`src/rtl/branch_redirect_select_pkg.sv`:
```
// Shared backend definitions: ROB age ordering and the branch redirect payload.
// ROB indices carry a wrap (direction) bit above the index so age compares survive one ROB wrap.
package branch_redirect_select_pkg;

  localparam int DEF_ROB_WIDTH   = 6;
  localparam int DEF_FSQ_WIDTH   = 5;
  localparam int DEF_VADDR_WIDTH = 39;
  localparam int ROB_IDX_MAX_W   = 16;

  typedef struct packed {
    logic                     dir;
    logic [DEF_ROB_WIDTH-1:0] idx;
  } rob_idx_t;

  typedef struct packed {
    rob_idx_t                   rob_idx;
    logic [DEF_FSQ_WIDTH-1:0]   fsq_idx;
    logic [DEF_VADDR_WIDTH-1:0] target;
    logic                       taken;
    logic [1:0]                 br_type;
    logic [1:0]                 ras_type;
  } branch_redirect_t;

  // Strictly older; equal entries are not older. Callers zero-extend idx to ROB_IDX_MAX_W.
  function automatic logic older(input logic                     a_dir,
                                 input logic [ROB_IDX_MAX_W-1:0] a_idx,
                                 input logic                     b_dir,
                                 input logic [ROB_IDX_MAX_W-1:0] b_idx);
    return (a_dir == b_dir) ? (a_idx < b_idx) : (a_idx > b_idx);
  endfunction

endpackage

```
`src/rtl/branch_redirect_select_rob_age_select.sv`:
```
// Oldest-of-N selector: a pairwise tree over valid lanes returning the winning lane.
// Left (lower-numbered) subtrees win ties, so equal indices resolve to the lowest lane.
module rob_age_select
  import branch_redirect_select_pkg::*;
#(
  parameter int N         = 2,
  parameter int ROB_WIDTH = DEF_ROB_WIDTH,
  localparam int LW       = (N > 1) ? $clog2(N) : 1
) (
  input  logic [N-1:0]             valid,
  input  logic [N*(ROB_WIDTH+1)-1:0] rob_idx,
  output logic                     sel_valid,
  output logic [LW-1:0]            sel_lane,
  output logic [ROB_WIDTH:0]       sel_rob_idx
);

  localparam int RW   = ROB_WIDTH + 1;
  localparam int LVLS = (N > 1) ? $clog2(N) : 0;
  localparam int NP   = 1 << LVLS;

  function automatic logic is_older(input logic [RW-1:0] a, input logic [RW-1:0] b);
    return older(a[RW-1], ROB_IDX_MAX_W'(a[RW-2:0]), b[RW-1], ROB_IDX_MAX_W'(b[RW-2:0]));
  endfunction

  // Heap-ordered tree: leaves at NP..2*NP-1, node k merges children 2k and 2k+1.
  always_comb begin : tree
    logic          nv [1:2*NP-1];
    logic [LW-1:0] nl [1:2*NP-1];
    logic [RW-1:0] nr [1:2*NP-1];
    for (int k = 1; k < 2*NP; k++) begin
      nv[k] = 1'b0;
      nl[k] = '0;
      nr[k] = '0;
    end
    for (int i = 0; i < N; i++) begin
      nv[NP+i] = valid[i];
      nl[NP+i] = LW'(i);
      nr[NP+i] = rob_idx[i*RW +: RW];
    end
    for (int k = NP - 1; k >= 1; k--) begin
      if (nv[2*k+1] && (!nv[2*k] || is_older(nr[2*k+1], nr[2*k]))) begin
        nv[k] = 1'b1;
        nl[k] = nl[2*k+1];
        nr[k] = nr[2*k+1];
      end else begin
        nv[k] = nv[2*k];
        nl[k] = nl[2*k];
        nr[k] = nr[2*k];
      end
    end
    sel_valid   = nv[1];
    sel_lane    = nl[1];
    sel_rob_idx = nr[1];
  end

endmodule

```
`src/rtl/branch_redirect_select.sv`:
```
// Picks the oldest live branch-mispredict report, registers it as the branch redirect,
// and tracks a kill index so younger wrong-path reports are dropped until recovery.
module branch_redirect_select
  import branch_redirect_select_pkg::*;
#(
  parameter int BRU_NUM     = 2,
  parameter int ROB_WIDTH   = DEF_ROB_WIDTH,
  parameter int FSQ_WIDTH   = DEF_FSQ_WIDTH,
  parameter int VADDR_WIDTH = DEF_VADDR_WIDTH
) (
  input  logic                             clk,
  input  logic                             rst,
  input  logic [BRU_NUM-1:0]               bru_en,
  input  logic [BRU_NUM*(ROB_WIDTH+1)-1:0] bru_rob_idx,
  input  logic [BRU_NUM*FSQ_WIDTH-1:0]     bru_fsq_idx,
  input  logic [BRU_NUM*VADDR_WIDTH-1:0]   bru_target,
  input  logic [BRU_NUM-1:0]               bru_taken,
  input  logic [BRU_NUM*2-1:0]             bru_br_type,
  input  logic [BRU_NUM*2-1:0]             bru_ras_type,
  input  logic                             fb_redirect_en,
  input  logic [ROB_WIDTH:0]               fb_rob_idx,
  input  logic                             csr_flush,
  input  logic                             recover_done,
  output logic                             out_en,
  output logic [ROB_WIDTH:0]               out_rob_idx,
  output logic [FSQ_WIDTH-1:0]             out_fsq_idx,
  output logic [VADDR_WIDTH-1:0]           out_target,
  output logic                             out_taken,
  output logic [1:0]                       out_br_type,
  output logic [1:0]                       out_ras_type
);

  localparam int RW = ROB_WIDTH + 1;
  localparam int LW = (BRU_NUM > 1) ? $clog2(BRU_NUM) : 1;

  typedef struct packed {
    logic [RW-1:0]          rob_idx;
    logic [FSQ_WIDTH-1:0]   fsq_idx;
    logic [VADDR_WIDTH-1:0] target;
    logic                   taken;
    logic [1:0]             br_type;
    logic [1:0]             ras_type;
  } redirect_t;

  function automatic logic is_older(input logic [RW-1:0] a, input logic [RW-1:0] b);
    return older(a[RW-1], ROB_IDX_MAX_W'(a[RW-2:0]), b[RW-1], ROB_IDX_MAX_W'(b[RW-2:0]));
  endfunction

  redirect_t     lane_pl [BRU_NUM];
  logic [BRU_NUM-1:0] live;
  logic          sel_valid;
  logic [LW-1:0] sel_lane;
  logic [RW-1:0] sel_rob_idx;

  logic          out_en_d, out_en_q;
  redirect_t     out_d, out_q;
  logic          kill_valid_d, kill_valid_q;
  logic [RW-1:0] kill_idx_d, kill_idx_q;

  always_comb begin
    for (int i = 0; i < BRU_NUM; i++) begin
      lane_pl[i].rob_idx  = bru_rob_idx[i*RW +: RW];
      lane_pl[i].fsq_idx  = bru_fsq_idx[i*FSQ_WIDTH +: FSQ_WIDTH];
      lane_pl[i].target   = bru_target[i*VADDR_WIDTH +: VADDR_WIDTH];
      lane_pl[i].taken    = bru_taken[i];
      lane_pl[i].br_type  = bru_br_type[i*2 +: 2];
      lane_pl[i].ras_type = bru_ras_type[i*2 +: 2];
    end
  end

  // A report equal to the kill index is the redirect already in flight, so it is dropped too.
  always_comb begin
    for (int i = 0; i < BRU_NUM; i++) begin
      live[i] = bru_en[i] & ~csr_flush &
                (~kill_valid_q | is_older(lane_pl[i].rob_idx, kill_idx_q));
    end
  end

  rob_age_select #(
    .N         (BRU_NUM),
    .ROB_WIDTH (ROB_WIDTH)
  ) u_age_select (
    .valid       (live),
    .rob_idx     (bru_rob_idx),
    .sel_valid   (sel_valid),
    .sel_lane    (sel_lane),
    .sel_rob_idx (sel_rob_idx)
  );

  // On recover_done the old kill is retired; same-cycle reports re-seed it since they
  // were already filtered against the old value.
  always_comb begin
    kill_valid_d = 1'b0;
    kill_idx_d   = kill_idx_q;
    if (kill_valid_q && !recover_done) begin
      kill_valid_d = 1'b1;
      kill_idx_d   = kill_idx_q;
    end
    if (fb_redirect_en && (!kill_valid_d || is_older(fb_rob_idx, kill_idx_d))) begin
      kill_valid_d = 1'b1;
      kill_idx_d   = fb_rob_idx;
    end
    if (sel_valid && (!kill_valid_d || is_older(sel_rob_idx, kill_idx_d))) begin
      kill_valid_d = 1'b1;
      kill_idx_d   = sel_rob_idx;
    end
    if (csr_flush) begin
      kill_valid_d = 1'b0;
      kill_idx_d   = kill_idx_q;
    end
  end

  always_comb begin
    out_en_d = sel_valid;
    out_d    = sel_valid ? lane_pl[sel_lane] : out_q;
  end

  always_ff @(posedge clk or posedge rst) begin
    if (rst) begin
      out_en_q     <= 1'b0;
      out_q        <= '0;
      kill_valid_q <= 1'b0;
      kill_idx_q   <= '0;
    end else begin
      out_en_q     <= out_en_d;
      out_q        <= out_d;
      kill_valid_q <= kill_valid_d;
      kill_idx_q   <= kill_idx_d;
    end
  end

  assign out_en       = out_en_q;
  assign out_rob_idx  = out_q.rob_idx;
  assign out_fsq_idx  = out_q.fsq_idx;
  assign out_target   = out_q.target;
  assign out_taken    = out_q.taken;
  assign out_br_type  = out_q.br_type;
  assign out_ras_type = out_q.ras_type;

endmodule

```
`config.mk`:
```
export PLATFORM = sky130hd
export DESIGN_NAME = branch_redirect_select
export DESIGN_NICKNAME = d
export VERILOG_FILES = /design/src/rtl/branch_redirect_select_pkg.sv /design/src/rtl/branch_redirect_select_rob_age_select.sv /design/src/rtl/branch_redirect_select.sv
export SDC_FILE = /design/constraint.sdc
export NUM_CORES = 1
export LEC_CHECK = 0
export ABC_AREA = 1
export BUFFER_PORTS_ARGS = -buffer_cell sky130_fd_sc_hd__buf_2
export CAP_MARGIN = 20
export CELL_PAD_IN_SITES_DETAIL_PLACEMENT = 0
export CELL_PAD_IN_SITES_GLOBAL_PLACEMENT = 1
export CORE_ASPECT_RATIO = 0.8
export CORE_MARGIN = 10
export CORE_UTILIZATION = 35
export CTS_CLUSTER_DIAMETER = 80
export DETAILED_ROUTE_END_ITERATION = 16
export PLACE_DENSITY = 0.81
export SETUP_SLACK_MARGIN = 0.5
export SLEW_MARGIN = 5
export SYNTH_ARGS = -nofsm -noshare
export SYNTH_HDL_FRONTEND = slang
export SYNTH_HIERARCHICAL = 1
export SYNTH_SLANG_ARGS = --single-unit
```
`constraint.sdc`:
```
create_clock -name clk -period 5.25 [get_ports clk]
set_input_delay 1.05 -clock clk [delete_from_list [all_inputs] [get_ports clk]]
set_output_delay 1.05 -clock clk [all_outputs]
set_load 0.005 [all_outputs]
```
==> impl_metrics.toml <==
[status]
status = "completed"

[worst_setup_path]
cp.required_ps = 5450
path_common_cell = "nand2_1"
cp_data_arrival_time_ps = 3970
crit_slowest_cell = "ha_1"
critical_path_class = "in2reg"
critPathCaptureType = "flip-flop"
cp-start-kind = "primary input"
critPathMaxStageDelay_ps = 320
cp_max_fo = 8

[grt]
grt_start_max_net_pins = 76
grt_pass1_wl_um = 21600
met3_usage = 0.0690
antenna_found_initial = 0
use_met2 = 0.251
top_usage_layer = "met2"
grt_pass1_vias = 4283
use_met1 = 0.196
overflow = 0
grt_usage = 0.160

[sta]
finalSetupViolations = 0
relSlewSlack = 0.454
min_period_over_period = 0.719
hold_slack_ps = 478
fin_crit_ps = 3770
setup_slack_ps = 1480
rsz0062_at_grt = "false"
slew_viol_final = 0
tightest_slew_ps = 819
hold_viol = 0
clock.fmax_mhz = 265
tns_ps = 0
finalClockSkew_ps = 10.2

[clocking]
htreeDepth = 3
path_clk_slew_ps = 50
cts_buffer_depth = 2
postCtsResizedCells = 0
cts_root_buffer = "clkbuf_16"
postCtsSetupBuffers = 0
cts_buffers = 9
insertion_delay_ps = 320
cts_tree = "built"
ctsHoldBuffers = 0
cts_sinks = 65

[finish]
nets = 885
fillers = 1188
diodes = 0
multi_input_area_um2 = 2180
seqCellArea_um2 = 1630
stdcell_count = 881
syn_to_final_growth_pct = 32.3
drive_above_1_share = 0.307

[power_and_ir_drop]
cellLeakagePower_nw = 2.90
ir_worst_vdd_v = 0.000177
p_clk_frac = 0.293
power_density_nw_per_um2 = 393
p_seq_frac = 0.349
switching_power_mw = 0.739
cell_internal_pwr_mw = 1.40
swShare = 0.346
power.total_mw = 2.13
combPwrFrac = 0.358

[synthesis]
yosysMostFrequentCell = "nand2_1"
synthMuxAreaShare = 0
synth_nets = 716
synthCells = 560
synthDominantCellAreaShare = 0.396
synth_top_cell_by_area = "dfrtp_1"
synth-compound-area-share = 0.121
synth_top_family_by_area = "simple AND/OR/NAND/NOR gates"
synth_flop_cell = "dfrtp_1"
yosys.area_share.adder = 0.0914
avgSynthCellArea_um2 = 7.34
ys_ff_latch = 65
synthTopCellsByArea = "dfrtp_1 40%, nand2_1 17%, ha_1 9.1%"
seq_area_frac_synth = 0.396
synth_cell_types = 28
synth_warnings = 6
synthArstFlopShare = 1.00
synth_edf_count = 0
synth-simple-area-share = 0.315
yosys.area_share.xor_xnor = 0.00426
synth_area_um2 = 4110
synthTopCellsByCount = "186 x nand2_1, 66 x nor2_1, 65 x dfrtp_1"

[floorplan]
io_pins = 183
core_um2 = 11500
fp-row-count = 35
die_area_um2 = 16500
die_height_um = 117
die_width_um = 141
initial_core_util = 0.357

[min_path]
hold_path_class = "reg2reg"

[detailed_routing]
via_per_inst = 4.85
first_iter_violations = 285
wl_per_cell_um = 15.6
first_pass_iters = 5
ant_nets = 0
dr_total_vias = 4276
finalWirelength_um = 13800
drc_errors = 0

[placed_design]
dp.cells = 866
place_hpwl_um = 10700
io_buffers = 182
gp_congestion = 0.881
dp_slack_ps = 1180

[job]
cap_viol_max_count = 0
-- power groups by stage --
stage,Sequential (mW),Combinational [mW],Clock [mW]
floorplan,0.748,0.450,0
global placement,0.746,0.759,0
detailed placement,0.750,0.775,0
CTS,0.746,0.778,0.642
global route,0.767,0.876,0.663
finish,0.744,0.765,0.626
-- placed cells by master (no fill, tap or decap), types with 6 or more instances in the layout --
| cell type | count |
|---|---|
| a21oi_1 | 10 |
| a31oi_1 | 59 |
| buf_2 | 182 |
| clkbuf_16 | 9 |
| dfrtp_1 | 65 |
| ha_1 | 30 |
| inv_1 | 41 |
| nand2_1 | 186 |
| nand2_2 | 9 |
| nand3_1 | 29 |
| nor2_1 | 66 |
| o21ai_0 | 6 |
| o21ai_1 | 6 |
-- cells by family after synthesis --
group / after synthesis
xor+xnor: 2
compound gates: 83
simple gates: 304
buf+inv: 76
fa+ha+maj: 30
flops: 65
-- area by class of cell --
cell class,instances,area share
clock buffer,12,0.0453
clock inverter,3,0.0120
inverter,47,0.0329
multi-input combinational,419,0.402
sequential,65,0.299
tap,148,0.0341
timing repair buffer,187,0.174
-- critical path, delay by kind of cell --
kind	cells	cell delay [ps]
adders and majority gates	2	620
buffers and inverters	2	230
and+or+nand+nor	17	1460
AOI/OAI and AO/OA	5	610
-- final timing paths --
check / start / endpoint / slack [ps] / cells after the start
worst max-delay path: bru_rob_idx[5] / kill_idx_q[3] / 1480 / 26
worst min-delay path: kill_idx_q[1] / kill_idx_q[1] / 480 / 2
worst max register to register: kill_idx_q[1] / kill_idx_q[3] / 1780 / 25
worst min register to register: kill_idx_q[1] / kill_idx_q[1] / 480 / 2
max in group asynchronous: rst / kill_idx_q[0] / 3740 / 3
min in group asynchronous: rst / out_target[14] / 980 / 3
-- stage by stage --
stage	utilization	instance area, um^2
global route	0.472	5440
global placement	0.445	5120
floorplan	-	4110
finish	0.472	5440
CTS	0.472	5440
detailed placement	0.445	5120
-- state kept, by name, indices dropped and copies added, names as in the netlist --
register	cells
out_target	39
kill_idx_q	7
out_rob_idx	7
out_fsq_idx	5
out_br_type	2
out_ras_type	2
kill_valid_q	1
out_en	1
out_taken	1
-- layer usage --
layer,vias up,part of all wire
li1,2163,-
met1,1937,0.41
met2,164,0.47
met3,12,0.10
met4,0,0.015
met5,-,0
Power figures use the tool's default switching activity.
